--- config.mk ---
export PLATFORM = sky130hd
export DESIGN_NAME = tt_um_remya_gate_identifier
export DESIGN_NICKNAME = d
export VERILOG_FILES = /design/src/rtl/gate_trainer_pkg.sv /design/src/rtl/gate_id_sync.sv /design/src/rtl/tt_um_remya_gate_identifier.sv
export SDC_FILE = /design/constraint.sdc
export NUM_CORES = 1
export LEC_CHECK = 0
export CAP_MARGIN = 15
export CORE_UTILIZATION = 48
export DETAILED_ROUTE_END_ITERATION = 10
export GPL_TIMING_DRIVEN = 0
export PLACE_DENSITY = 0.83
export SLEW_MARGIN = 10
export SYNTH_ARGS = -nofsm -noshare
export SYNTH_HDL_FRONTEND = slang
export SYNTH_HIERARCHICAL = 1
export SYNTH_SLANG_ARGS = --single-unit
export TNS_END_PERCENT = 5
--- constraint.sdc ---
create_clock -name clk -period 2.15 [get_ports clk]
set_input_delay 0.215 -clock clk [delete_from_list [all_inputs] [get_ports clk]]
set_output_delay 0.215 -clock clk [all_outputs]
set_load 0.03 [all_outputs]
--- src/rtl/gate_trainer_pkg.sv ---
`default_nettype none
// ============================================================================
// Module      : gate_trainer_pkg
// Description : Shared encodings for the gate identifier: FSM states, the
//               eight trainer select codes and the seven truth-table
//               signatures, plus the truth-table decoder.
//               Truth tables are indexed tt[{b,a}], so tt[3] is a=1,b=1.
// Revision    : 1.0 - initial release
// ============================================================================
package gate_trainer_pkg;

    typedef enum logic [2:0] {
        ST_IDLE   = 3'd0,
        ST_DRIVE  = 3'd1,
        ST_SAMPLE = 3'd2,
        ST_DECODE = 3'd3,
        ST_DONE   = 3'd4
    } state_t;

    // Trainer select codes
    localparam logic [2:0] c_sel_and     = 3'b000;
    localparam logic [2:0] c_sel_or      = 3'b001;
    localparam logic [2:0] c_sel_not     = 3'b010;
    localparam logic [2:0] c_sel_nand    = 3'b011;
    localparam logic [2:0] c_sel_nor     = 3'b100;
    localparam logic [2:0] c_sel_xor     = 3'b101;
    localparam logic [2:0] c_sel_xnor    = 3'b110;
    localparam logic [2:0] c_sel_default = 3'b111;

    // Truth-table signatures, tt[3:0]
    localparam logic [3:0] c_tt_and  = 4'b1000;
    localparam logic [3:0] c_tt_or   = 4'b1110;
    localparam logic [3:0] c_tt_not  = 4'b0101;
    localparam logic [3:0] c_tt_nand = 4'b0111;
    localparam logic [3:0] c_tt_nor  = 4'b0001;
    localparam logic [3:0] c_tt_xor  = 4'b0110;
    localparam logic [3:0] c_tt_xnor = 4'b1001;

    // Returns {unknown, id_sel}; an all-zero table is the trainer's idle output.
    function automatic logic [3:0] decode_tt(input logic [3:0] tt);
        logic [3:0] w_res;
        case (tt)
            c_tt_and:  w_res = {1'b0, c_sel_and};
            c_tt_or:   w_res = {1'b0, c_sel_or};
            c_tt_not:  w_res = {1'b0, c_sel_not};
            c_tt_nand: w_res = {1'b0, c_sel_nand};
            c_tt_nor:  w_res = {1'b0, c_sel_nor};
            c_tt_xor:  w_res = {1'b0, c_sel_xor};
            c_tt_xnor: w_res = {1'b0, c_sel_xnor};
            4'b0000:   w_res = {1'b0, c_sel_default};
            default:   w_res = {1'b1, c_sel_default};
        endcase
        return w_res;
    endfunction

endpackage
`default_nettype wire

--- src/rtl/gate_id_sync.sv ---
`default_nettype none
// ============================================================================
// Module      : gate_id_sync
// Description : Two-flop synchronizer, WIDTH bits wide, asynchronous
//               active-low reset to zero.
// Revision    : 1.0 - initial release
// ============================================================================
module gate_id_sync #(
    parameter int WIDTH = 1
) (
    input  logic             clk,
    input  logic             rst_n,
    input  logic [WIDTH-1:0] i_d,
    output logic [WIDTH-1:0] o_q
);

    logic [WIDTH-1:0] r_meta;
    logic [WIDTH-1:0] r_sync;

    // Capture the asynchronous input and retime it through a second stage.
    always_ff @(posedge clk or negedge rst_n) begin
        if (!rst_n) begin
            r_meta <= '0;
            r_sync <= '0;
        end else begin
            r_meta <= i_d;
            r_sync <= r_meta;
        end
    end

    assign o_q = r_sync;

endmodule
`default_nettype wire

--- src/rtl/tt_um_remya_gate_identifier.sv ---
`default_nettype none
// ============================================================================
// Module      : tt_um_remya_gate_identifier
// Description : Drives all four input pairs into a gate trainer, samples its
//               output, and decodes the truth table into the trainer select
//               code. Optional macro GATE_ID_TT_EXPORT_EN exports the live
//               truth table on uio_out[3:0].
// Revision    : 1.0 - initial release
// ============================================================================
module tt_um_remya_gate_identifier
    import gate_trainer_pkg::*;
#(
    parameter int SETTLE_CYCLES = 4
) (
    input  logic       clk,
    input  logic       rst_n,
    input  logic       ena,
    input  logic [7:0] ui_in,
    output logic [7:0] uo_out,
    input  logic [7:0] uio_in,
    output logic [7:0] uio_out,
    output logic [7:0] uio_oe
);

    localparam logic [3:0] c_settle_last = 4'(SETTLE_CYCLES - 1);

    state_t     r_state, w_state_nxt;
    logic [1:0] r_idx, w_idx_nxt;
    logic [3:0] r_cnt, w_cnt_nxt;
    logic [3:0] r_tt, w_tt_nxt;
    logic [2:0] r_id_sel, w_id_sel_nxt;
    logic       r_valid, w_valid_nxt;
    logic       r_unknown, w_unknown_nxt;
    logic       r_start_prev;

    logic [1:0] w_sync_q;
    logic       w_start_sync;
    logic       w_y_sync;
    logic       w_start_rise;
    logic       w_driving;
    logic       w_busy;
    logic       w_unused;

    assign w_unused = &{1'b0, uio_in, ui_in[7:2]};

    gate_id_sync #(
        .WIDTH (2)
    ) u_sync (
        .clk   (clk),
        .rst_n (rst_n),
        .i_d   (ui_in[1:0]),
        .o_q   (w_sync_q)
    );

    assign w_start_sync = w_sync_q[0];
    assign w_y_sync     = w_sync_q[1];
    assign w_start_rise = w_start_sync & ~r_start_prev;

    // Remember the previous synchronized start level for rising-edge detection.
    always_ff @(posedge clk or negedge rst_n) begin
        if (!rst_n) begin
            r_start_prev <= 1'b0;
        end else begin
            r_start_prev <= w_start_sync;
        end
    end

    // State and datapath registers.
    always_ff @(posedge clk or negedge rst_n) begin
        if (!rst_n) begin
            r_state   <= ST_IDLE;
            r_idx     <= 2'd0;
            r_cnt     <= 4'd0;
            r_tt      <= 4'd0;
            r_id_sel  <= 3'd0;
            r_valid   <= 1'b0;
            r_unknown <= 1'b0;
        end else begin
            r_state   <= w_state_nxt;
            r_idx     <= w_idx_nxt;
            r_cnt     <= w_cnt_nxt;
            r_tt      <= w_tt_nxt;
            r_id_sel  <= w_id_sel_nxt;
            r_valid   <= w_valid_nxt;
            r_unknown <= w_unknown_nxt;
        end
    end

    // Sweep sequencing: settle, sample, advance, then decode once all four pairs are in.
    // The y_obs synchronizer adds two cycles, so the settle time must cover it.
    always_comb begin
        w_state_nxt   = r_state;
        w_idx_nxt     = r_idx;
        w_cnt_nxt     = r_cnt;
        w_tt_nxt      = r_tt;
        w_id_sel_nxt  = r_id_sel;
        w_valid_nxt   = r_valid;
        w_unknown_nxt = r_unknown;
        if (!ena) begin
            w_state_nxt   = ST_IDLE;
            w_valid_nxt   = 1'b0;
            w_unknown_nxt = 1'b0;
        end else begin
            case (r_state)
                ST_IDLE, ST_DONE: begin
                    if (w_start_rise) begin
                        w_state_nxt   = ST_DRIVE;
                        w_valid_nxt   = 1'b0;
                        w_unknown_nxt = 1'b0;
                        w_idx_nxt     = 2'd0;
                        w_cnt_nxt     = 4'd0;
                    end
                end
                ST_DRIVE: begin
                    if (r_cnt == c_settle_last) begin
                        w_state_nxt = ST_SAMPLE;
                        w_cnt_nxt   = 4'd0;
                    end else begin
                        w_cnt_nxt = r_cnt + 4'd1;
                    end
                end
                ST_SAMPLE: begin
                    w_tt_nxt[r_idx] = w_y_sync;
                    if (r_idx == 2'd3) begin
                        w_state_nxt = ST_DECODE;
                    end else begin
                        w_idx_nxt   = r_idx + 2'd1;
                        w_state_nxt = ST_DRIVE;
                    end
                end
                ST_DECODE: begin
                    {w_unknown_nxt, w_id_sel_nxt} = decode_tt(r_tt);
                    w_valid_nxt = 1'b1;
                    w_state_nxt = ST_DONE;
                end
                default: begin
                    w_state_nxt = ST_IDLE;
                end
            endcase
        end
    end

    // Inputs stay applied through SAMPLE so the sampled value matches the pair.
    assign w_driving = (r_state == ST_DRIVE) || (r_state == ST_SAMPLE);
    assign w_busy    = w_driving || (r_state == ST_DECODE);

    assign uo_out = ena ? {w_busy, r_unknown, r_valid, r_id_sel,
                           w_driving & r_idx[1], w_driving & r_idx[0]}
                        : 8'h00;

`ifdef GATE_ID_TT_EXPORT_EN
    assign uio_out = {4'b0000, r_tt};
    assign uio_oe  = 8'h0F;
`else
    assign uio_out = 8'h00;
    assign uio_oe  = 8'h00;
`endif

endmodule
`default_nettype wire
**Yosys cells after proc, flatten, opt, wreduce, memory -nomap -nowiden**

Memory sizes are Yosys's and may differ from the RTL's.
Index checks and enable logic that the tools add are counted.

- Equal/unequal tests: 11
- Magnitude comparators: 2
- Bitwise gates (word level): 4
- Muxes and demuxes: 20
- Reduce and logical (&&, ||, !) cells: 13
- Add/subtract/negate cells: 2

Operator list:

| cell | number |
|---|---|
| $pmux 3 s4 | 1 |
| $mux 3 | 3 |
| $mux 4 | 2 |
| $mux 8 | 1 |
| $pmux 4 s2 | 1 |
| $reduce_and 2->1 | 4 |
| $eq 3x2->1 const B | 2 |
| $mux 2 | 3 |
| $ne 3x3->1 const B | 2 |
| $add 4x1->4 const B | 1 |
| $bwmux 4 | 1 |
| $eq 4x2->1 const B | 1 |
| $mux 1 | 4 |
| $ne 2x2->1 const B | 2 |
| $pmux 1 s2 | 2 |
| $pmux 2 s2 | 1 |
| $reduce_and 4->1 | 1 |
| $reduce_bool 2->1 | 2 |
| $and 1x1->1 | 3 |
| $eq 3x1->1 const B | 1 |
| $eq 3x3->1 const B | 1 |
| $logic_not 3->1 | 1 |
| $lt 2x3->1 const B | 1 |
| $ne 3x1->1 const B | 1 |
| 9 further kinds | 10 |

- Memories: 1
- Word-level logic and storage cells: 63
- Register bits: 23
- Input bits: 19
- Memory bits (read-only): 64
- Output and inout port bits: 24

Memory list:

| memory | words | width | read ports | clocked after memory_dff | wr ports | RTL line | text |
|---|---|---|---|---|---|---|---|
| (no name shown) | 16 | 4 | 1 | 0 | 0 | gate_trainer_pkg.sv:42 | `case (tt)` |

**Longest topological paths before layout**

- Word-level depth: 5
- Mapped depth: 5
- Mapped depth without buffers: 4

**Modules after synthesis**

Netlist, hierarchy kept.

By module, submodules not included:

| module | sequential area each (um^2) | cells an instance | area an instance (um^2) | instances |
|---|---|---|---|---|
| tt_um_remya_gate_identifier | 475.5 | 131 | 1213.7 | 1 |
| gate_id_sync | 100.1 | 4 | 100.1 | 1 |

**Least setup slack after synthesis**

Ideal clock, no wire load.

- Path type: reg2out
- From: register r_state[1]
- To: output uo_out[0]
- Buffers on the path: 1
- Data required time: 1935 ps
- Stages on the path, launching flop included: 4
- Setup slack: 534 ps
- Arrival: 1401 ps
- Cells stage by stage: dfrtp_1 -> buf_2 -> xnor2_1 -> nor3_1

- Longest elaborated chain between the ends: 4
- Elaborated cells between the ends (all ways): 5
- Those cells by class: eq/ne (2); mux (1); bitwise (1); reduce/logical (1)

RTL lines:

| item | RTL line | text |
|---|---|---|
| start: declaration | tt_um_remya_gate_identifier.sv:27 | `state_t r_state, w_state_nxt;` |
| start signal: assignment | tt_um_remya_gate_identifier.sv:79 | `r_state <= w_state_nxt;` |
| $eq 3x1->1 or $eq 3x2->1 (tied branches) | tt_um_remya_gate_identifier.sv:144 | `assign w_driving = (r_state == ST_DRIVE) \|\| (r_state == ST_SAMPLE);` |
| $logic_or 1x1->1 (*) | tt_um_remya_gate_identifier.sv:144 |  |
| $and 1x1->1 (*) | tt_um_remya_gate_identifier.sv:148 | `w_driving & r_idx[1], w_driving & r_idx[0]}` |
| $mux 8 (*) | tt_um_remya_gate_identifier.sv:147 | `assign uo_out = ena ? {w_busy, r_unknown, r_valid, r_id_sel,` |
| end: declaration | tt_um_remya_gate_identifier.sv:19 | `output logic [7:0] uo_out,` |

Mark *: on every way between the ends. The rest lies on a longest branch, timed or not.

**Worst setup path in the final report**

- From: input ena
- To: output uo_out[5]

- Longest elaborated chain between the ends: 1

RTL lines:

| item | RTL line | text |
|---|---|---|
| start: declaration | tt_um_remya_gate_identifier.sv:17 | `input logic ena,` |
| $mux 8 | tt_um_remya_gate_identifier.sv:147 |  |

Every way passes these cells.

==> results.ini <==
[detailed_routing]
drtIter0Drc = 9
vias = 978
routed_via_density = 4.96
wl_per_cell_um = 11.6
first_pass_iters = 4
drt_wl_total_um = 2280
postRouteAntennaNets = 0
highest_layer = met4
wl_met3_um = 124
m1WireLength_um = 1020
drc = 0
wl_met2_um = 1090

[die]
fp.dieH_um = 54.3
core_region_area_um2 = 2520
io_pins = 43
die_area_um2 = 2950
initial_core_util_pct = 52.1
die_x_um = 54.3
num_rows = 18

[yosys]
yosysUniqueCellTypes = 39
yosysMostFrequentCell = dfrtp_1
ys_seq_elements = 23
synth-seq-area-share_pct = 43.8
yosysTopAreaCell = dfrtp_1
synth_top_cell_area_share_pct = 43.8
synth_area_per_cell_um2 = 9.73
synth_edf_count = 0
async_reset_ff_share_pct = 100
ys_top_cells_by_area = dfrtp_1 (44%), buf_4 (9.1%), nand2_1 (5.4%)
synth_top_flop_cell = dfrtp_1
netlist_area_um2 = 1310
synthCells = 135
ys_warn_count = 6
synth_common_cells = dfrtp_1 (23), nand2_1 (19), buf_4 (16)

[sta]
worst_pin_slew_ns = 0.569
setup_violations = 0
max_slew_margin_pct = 61.9
holdWs_ns = 0.240
fmax_ghz = 0.496
report.final.slew_viol_count = 0
fin_worst_skew_ns = 0.00829
period_share_pct = 93.8
grt_setup_unrepaired = false
hold_viol = 0
min_period_ns = 2.02

[critical_path]
endpoint = uo_out[5]
regToRegSetupSlack_ns = 0.66
cp-end-kind = output pin
path_max_fanout = 10
crit_start = ena
cp.required_ns = 1.93
arrival_ns = 1.80
worst_r2r_endpoint = r_tt[3]
cp-start-kind = primary input
r2r_cells = 4
r2r-start = r_state[1]
worst-setup-path-type = in2out

[place]
portBuffers = 12
dp_hpwl_um = 1740
place_congestion = 0.801
dp_cells = 192

[grt]
grt_antenna_before_repair = 0
overflow = 0
grt_pass1_vias = 869
grt_pass1_wl_um = 3770
grt_max_degree = 24
track_usage_pct = 18.0

[cts]
cts_tree = yes
htreeDepth = 1
cts_hold_buf = 0
cts-root-buf = clkbuf_4
cts.clk_slew.worst_paths_ns = 0.13
cts.sinks = 23
cts_buffers = 3
cts_buffer_depth = 2
clock_latency_ns = 0.32
cts_resized = 4
cts_setup_buffers = 0

[worst_hold_path]
hp-class = in2async

[run_status]
outcome = completed

[power_and_ir_drop]
vdd_drop_max_v = 0.000556
power_leakage_nw = 0.769
pwr_density_cell_nw_per_um2 = 830

[finish]
stdcell_count = 197
nets = 192
diodes = 0
drive_gt1_share_pct = 18.0
synthToLayoutAreaGrowth_pct = 19.2

[run]
cap_violations = 0

-- layout make-up --
| type | count | area [um^2] |
|---|---|---|
| multi-input cells | 102 | 638 |
| plain buffers | 19 | 135 |
| flip-flops and latches | 23 | 576 |
| clock buffers | 4 | 26.3 |
| fillers | 222 | 956 |
| repair buffers | 13 | 131 |
| inverters | 6 | 22.5 |
| well taps | 30 | 37.5 |
-- worst min-delay path by stage --
| stage | endpoint | slack (ns) | cells after the start |
|---|---|---|---|
| 5_1_grt | r_cnt[2] | 0.29 | 1 |
| 2_1_floorplan | r_cnt[0] | -0.08 | 0 |
| 4_1_cts | u_sync/r_meta[0] | 0.31 | 1 |
| 3_5_place_dp | u_sync/o_q[0] | 0.34 | 0 |
| 3_3_place_gp | u_sync/o_q[1] | 0.33 | 0 |
| 6_report | r_cnt[2] | 0.24 | 1 |
-- flip-flops by register name, summed over array words and instances, names as in the netlist, 2 cells and up --
register       flops
r_id_sel           3
u_sync/o_q         2
r_idx              2
u_sync/r_meta      2
r_state            3
r_cnt              4
r_tt               4
-- worst max-delay path, stage by stage --
cell	delay [ns]
clkdlybuf4s50_1	0.51
clkbuf_2	0.23
nand2_1	0.13
inv_1	0.07
clkdlybuf4s50_1	0.65
-- metal layers --
| layer | up-vias | global-route usage (%) |
|---|---|---|
| met5 | - | 0 |
| met4 | 0 | 8.97 |
| met3 | 5 | 1.67 |
| met2 | 28 | 29.9 |
| met1 | 457 | 23.4 |
| li1 | 488 | - |
-- report_power, final --
| group | total, mW | internal, mW | switching [mW] |
|---|---|---|---|
| Combinational | 0.471 | 0.201 | 0.271 |
| Clock | 0.204 | 0.0728 | 0.131 |
| Sequential | 0.624 | 0.529 | 0.0948 |
-- through the flow --
| step | setup TNS (ns) | cell area [um^2] | setup WS, ns | power (mW) | utilization [%] |
|---|---|---|---|---|---|
| finish | 0 | 1570 | 0.133 | 1.30 | 62.1 |
| global route | 0 | 1570 | 0.0259 | 1.40 | 62.1 |
| CTS | 0 | 1550 | 0.136 | 1.30 | 61.5 |
| detailed placement | -0.0270 | 1530 | -0.0270 | 1.11 | 60.6 |
| global placement | 0 | 1530 | 0.0244 | 1.08 | 60.6 |
| floorplan | 0 | 1370 | 0.534 | 0.979 | - |
-- cells in the final DEF, fill, tap and decap left out, types with 2 or more instances in the layout --
master	count
nor3_1	2
ha_1	5
clkbuf_4	3
inv_1	5
buf_4	16
clkdlybuf4s50_1	9
o21ai_1	3
dlygate4sd2_1	3
nor3b_1	3
nor2b_1	5
xnor2_1	3
nand2_1	19
o21ai_0	6
a21oi_1	2
mux2_1	4
nor2_1	4
buf_2	2
conb_1	16
nand3_1	5
nand2b_1	2
dfrtp_1	23
and2_1	4
o21bai_1	2
-- cells by family (layout without fill, tap and decap cells) --
family          Yosys count  in the layout  share of synthesized area, %
simple gates             50             50                          19.8
compound gates           24             24                          14.0
mux                       4              4                          3.43
fa+ha+maj                 5              5                          4.76
xor+xnor                  3              3                          2.00
flops                    23             23                          43.8
other cells               1             16                         0.285
buf+inv                  25             42                          11.9
Note: power is estimated with default switching activity, not from simulation.
